### src/rtl/rst_release_seq.sv
// Debounced release button driving an ordered, masked release of NUM_CH active-low resets.
// Kill (or, in follow mode, a debounced button fall) re-asserts every reset at once.
module rst_release_seq #(
    parameter int NUM_CH    = 4,
    parameter int DB_CYCLES = 1000,
    parameter int STAGE_GAP = 16,
    parameter int MODE      = 0,
    parameter int CNT_W     = 16
) (
    input  logic              clk,
    input  logic              rst,
    input  logic              kill_i,
    input  logic              button_i,
    input  logic [NUM_CH-1:0] ch_en_i,
    output logic [NUM_CH-1:0] rstn_o,
    output logic              btn_level_o,
    output logic              btn_rflag_o,
    output logic              btn_fflag_o,
    output logic              seq_busy_o,
    output logic              seq_done_o
);

    // state | meaning
    // IDLE  | all resets asserted, waiting for a debounced rise
    // STEP  | releasing enabled channels one gap apart
    // DONE  | sequence finished, released channels held open
    typedef enum logic [1:0] {IDLE, STEP, DONE} state_t;

    localparam int MAX_CNT = (DB_CYCLES > STAGE_GAP) ? DB_CYCLES : STAGE_GAP;

    if ((64'd1 << CNT_W) <= 64'(MAX_CNT)) begin : g_cnt_w_err
        $error("rst_release_seq: CNT_W too small for DB_CYCLES/STAGE_GAP");
    end
    if (NUM_CH < 1 || NUM_CH > 16 || DB_CYCLES < 2 || STAGE_GAP < 1) begin : g_param_err
        $error("rst_release_seq: parameter out of range");
    end

    logic             sync1_q, sync_q;
    logic [CNT_W-1:0] db_cnt_q, db_cnt_d;
    logic             level_q, level_d;
    logic             rflag_q, rflag_d;
    logic             fflag_q, fflag_d;

    always_comb begin
        db_cnt_d = db_cnt_q;
        level_d  = level_q;
        rflag_d  = 1'b0;
        fflag_d  = 1'b0;
        if (sync_q == level_q) begin
            db_cnt_d = '0;
        end else if (db_cnt_q == CNT_W'(DB_CYCLES - 1)) begin
            db_cnt_d = '0;
            level_d  = ~level_q;
            rflag_d  = ~level_q;
            fflag_d  = level_q;
        end else begin
            db_cnt_d = db_cnt_q + CNT_W'(1);
        end
    end

    always_ff @(posedge clk or posedge rst) begin
        if (rst) begin
            sync1_q  <= 1'b0;
            sync_q   <= 1'b0;
            db_cnt_q <= '0;
            level_q  <= 1'b0;
            rflag_q  <= 1'b0;
            fflag_q  <= 1'b0;
        end else begin
            sync1_q  <= button_i;
            sync_q   <= sync1_q;
            db_cnt_q <= db_cnt_d;
            level_q  <= level_d;
            rflag_q  <= rflag_d;
            fflag_q  <= fflag_d;
        end
    end

    state_t            state_q;
    logic [NUM_CH-1:0] en_q;
    logic [NUM_CH-1:0] rstn_q;
    logic [CNT_W-1:0]  gap_q;
    logic              busy_q, done_q;
    logic [NUM_CH-1:0] first_bit, next_bit;
    logic              abort;

    // en_q holds the channels still waiting for release; its lowest set bit goes next
    assign first_bit = ch_en_i & (~ch_en_i + NUM_CH'(1));
    assign next_bit  = en_q & (~en_q + NUM_CH'(1));
    assign abort     = kill_i | ((MODE == 1) & fflag_q);

    always_ff @(posedge clk or posedge rst) begin
        if (rst) begin
            state_q <= IDLE;
            en_q    <= '0;
            rstn_q  <= '0;
            gap_q   <= '0;
            busy_q  <= 1'b0;
            done_q  <= 1'b0;
        end else if (abort) begin
            state_q <= IDLE;
            en_q    <= '0;
            rstn_q  <= '0;
            gap_q   <= '0;
            busy_q  <= 1'b0;
            done_q  <= 1'b0;
        end else begin
            case (state_q)
                IDLE: begin
                    if (rflag_q) begin
                        rstn_q <= first_bit;
                        en_q   <= ch_en_i & ~first_bit;
                        gap_q  <= CNT_W'(STAGE_GAP - 1);
                        if ((ch_en_i & ~first_bit) == '0) begin
                            state_q <= DONE;
                            done_q  <= 1'b1;
                        end else begin
                            state_q <= STEP;
                            busy_q  <= 1'b1;
                        end
                    end
                end
                STEP: begin
                    if (gap_q == '0) begin
                        rstn_q <= rstn_q | next_bit;
                        en_q   <= en_q & ~next_bit;
                        gap_q  <= CNT_W'(STAGE_GAP - 1);
                        if ((en_q & ~next_bit) == '0) begin
                            state_q <= DONE;
                            busy_q  <= 1'b0;
                            done_q  <= 1'b1;
                        end
                    end else begin
                        gap_q <= gap_q - CNT_W'(1);
                    end
                end
                DONE: begin
                    state_q <= DONE;
                end
                default: begin
                    state_q <= IDLE;
                end
            endcase
        end
    end

    assign rstn_o      = rstn_q;
    assign btn_level_o = level_q;
    assign btn_rflag_o = rflag_q;
    assign btn_fflag_o = fflag_q;
    assign seq_busy_o  = busy_q;
    assign seq_done_o  = done_q;

endmodule
### config.mk
export PLATFORM = sky130hd
export DESIGN_NAME = rst_release_seq
export DESIGN_NICKNAME = d
export VERILOG_FILES = /design/src/rtl/rst_release_seq.sv
export SDC_FILE = /design/constraint.sdc
export NUM_CORES = 1
export LEC_CHECK = 0
export CORE_ASPECT_RATIO = 2
export CORE_MARGIN = 3
export CORE_UTILIZATION = 52
export DETAILED_ROUTE_END_ITERATION = 16
export PLACE_DENSITY_LB_ADDON = 0.05
export SYNTH_ARGS = -nofsm -noshare
export SYNTH_HDL_FRONTEND = slang
export SYNTH_SLANG_ARGS = --single-unit
### constraint.sdc
create_clock -name clk -period 1.8 [get_ports clk]
set_input_delay 0.45 -clock clk [delete_from_list [all_inputs] [get_ports clk]]
set_output_delay 0.45 -clock clk [all_outputs]
set_load 0.005 [all_outputs]
==> impl_results.md <==
- Distinct cells, synth: between 40 and 50
- EDFF count, synth: 0
- Routed vias/inst: ~5.7
- Seq/Total Area, Yosys: about half
- Largest net degree at the start of global routing: 24
- Status: finished, violations left
- Total global-route track usage: between 20 and 25%
- Input/output buffers: 16
- Hold WS: about 0.37 ns
- Synth Instances: 253
- RR Startpoint: gap_q[0]
- Area of the die: 5630 um^2
- Final hold vios: 0
- Synth top area cells: dfrtp_1 49%, nor2_1 6.6%, xor2_1 4.6%
- Combinational fraction of design power: 54.3%
- Kind of critical path: reg -> reg
- Clock power share: roughly 14%
- Commonest cells in the netlist: 48 x dfrtp_1, 43 x nor2_1, 21 x nand2_1
- CP Capture Type: flop
- Switch Pwr: roughly 1.7 mW
- Req. time, crit path: 2.05 ns
- Max clock buf depth: 2
- Worst Hold Endpoint: sync_q
- Synth Register Bits: 48
- Cell taking the most area after synthesis: dfrtp_1
- Hold Crit Depth: 0
- Critical Path Fanout Max: 3
- CTS clk-pin slew, worst paths: 0.09 ns
- ANT cells: 0
- CTS Buf Count: 5
- # rows: 34
- Fin crit period: between 1.5 and 2 ns
- Initial core utilization: a little over half
- Worst-Margin Slew: 0.392 ns
- First-pass GRT wire length: ~10 mm
- Final period util: 100%
- H-tree depth: 2
- Cell Area, Synth: between 2000 and 2500 um^2
- CTS Hold Bufs: 0
- Hold path start: sync1_q
- Layout area overhead: 38.4%
- Fin util: about 76%
- Highest-delay cell along the critical path: or4_4
- Ys Warns: 0
- Final wirelength: between 6 and 7 mm
- Sequential Power Share: between 30% and 40%
- DR iter-0 viols: 34
- Critical R2R Capture: gap_q[5]
- Cell breakdown of the critical path: inv_1, ha_2, nor3b_4, and2_4, a21bo_4, or4_4, nand3_2
- Antenna-violating nets left: 0
- TritonRoute pass-1 iters: 4
- Final WS setup: -0.00135 ns
- R2R Setup Slk: -0.001 ns
- Post-Route Setup TNS: -0.00135 ns
- DR WL/cell: 16.2 um
- Fmax: between 500 and 600 MHz
- CP arrival: about 2.1 ns
- CTS tree: done
- Slew HR: 73.8%
- Pint: 2.86 mW
- Number of max-cap violations: 0
- Synthesized area per cell: 9.70 um^2
- Initial antenna violation count: 0
- Ys async rst share: 100%
- Worst Hold Class: reg -> reg
- Overflow after GRT: 0
- Fraction of layout cells with a size suffix above 1: a little under a third
- Die Ht: 103 um
- Syn_nets: 266
- Area share of the largest cell type after synthesis: about 50%
- Latest clock arrival within the worst-skew pair: around 0.31 ns
- DPL Wire Length: ~4.4 mm
- Leakage: between 1.5 and 2 nW
- Top FF cell, synth: dfrtp_1
- Worst R2R Path Depth: 7
- Max stage delay on crit path: around 0.48 ns
- Top-count cell post-synth: dfrtp_1
- Launching element type of the critical path: flop
- RSZ-0062 raised after global routing: yes
- Nets@finish: between 300 and 400
- GP Congestion: 0.892
- Vias: between 2000 and 2500
- Clock skew: between 0.01 and 0.015 ns
- Vias in the first global route: approximately 2200
- Pwr dens: between 1000 and 1500 nW/um^2
- Maximum vdd drop: between 0.9 and 1 mV
- Final setup violation count: 1
- Num ports: 17
- Core Area: between 4000 and 5000 um^2
- Clk sinks: 48
- Root buffer cell: clkbuf_8
- Sw frac: a little under two fifths
- Final slew viol count: 0
- Violated checks: negative setup slack
- # DRC: 0
- Chip width: roughly 55 um
-- cell type report --
cell class / instances / area (um^2)
clock inverter: 3 / 22.5
fill: 327 / 1070
timing repair buffer: 72 / 646
clock buffer: 5 / 68.8
inverter: 8 / 30.0
multi-input combinational: 190 / 1360
tap: 54 / 67.6
sequential: 48 / 1200
-- sequential cells by signal (all words and copies together), names as in the netlist --
name / count
sync1_q: 1
db_cnt_q: 16
en_q: 3
seq_done_o: 1
gap_q: 16
btn_fflag_o: 1
state_q: 2
rstn_o: 4
btn_level_o: 1
sync_q: 1
seq_busy_o: 1
btn_rflag_o: 1
-- routing by layer --
metal,GRT usage [%],part of all wire (%)
met5,0,0
met4,12.7,4.3
met3,3.30,2.1
met2,46.1,60
met1,23.3,33
-- through the flow --
| stage | setup WS [ns] | power (mW) | cell area (um^2) | cells |
|---|---|---|---|---|
| global placement | -0.222 | 3.24 | 3010 | 362 |
| floorplan | -0.000455 | 2.51 | 2450 | 253 |
| finish | -0.00135 | 4.56 | 3400 | 380 |
| detailed placement | -0.267 | 3.28 | 3010 | 362 |
| CTS | -0.0266 | 4.25 | 3230 | 376 |
| global route | -0.0967 | 4.87 | 3400 | 380 |
-- kinds of logic after synthesis --
logic type / share of synthesized area (%)
buf+inv: 2.80
fa+ha+maj: 3.36
compound gates: 9.43
mux: 2.29
simple gates: 24.6
xor+xnor: 8.56
flops: 48.9
-- power by group through the flow --
stage	registers, mW	clock network [mW]	logic [mW]
final	1.43	0.659	2.48
after global routing	1.44	0.717	2.71
after CTS	1.41	0.672	2.17
after detailed placement	1.42	0	1.86
after global placement	1.41	0	1.82
after floorplan	1.41	0	1.10
-- how the worst max path moves through the flow --
stage | start | to | slack, ns | cells past startpoint
after floorplan | state_q[0] | gap_q[15] | -0.0005 | 8
after global placement | ch_en_i[2] | state_q[1] | -0.22 | 6
after detailed placement | ch_en_i[2] | state_q[1] | -0.27 | 6
after CTS | state_q[0] | gap_q[7] | -0.03 | 8
after global routing | state_q[1] | gap_q[7] | -0.1 | 8
final | gap_q[0] | gap_q[5] | -0.001 | 7
-- worst max-delay path, delay by kind of cell (launching register included) --
| kind | cells | cell delay (ns) |
|---|---|---|
| AO/OA/AOI/OAI | 1 | 0.21 |
| flip-flops | 1 | 0.39 |
| adder cells (fa/ha/maj) | 1 | 0.20 |
| AND/OR/NAND/NOR | 4 | 0.88 |
| buffers and inverters | 1 | 0.06 |
-- timing repair --
item,4_1_cts,5_1_grt
pin swaps,6,14
cloned,0,0
setup endpoints to repair,24,41
endpoints found under the hold margin,0,0
buffers inserted,6,5
resized for setup,20,32
-- placed cells by master (no fill, tap or decap), drive strengths merged, types with 7 or more instances in the layout --
cell	count
and3	8
o21ai	8
xnor2	11
nor3	8
xor2	13
dfrtp	48
buf	56
nor4	7
nor2	43
clkdlybuf4s50	14
inv	9
nand3	9
nand2	22
a21oi	7
(Power assumes the default switching activity.)
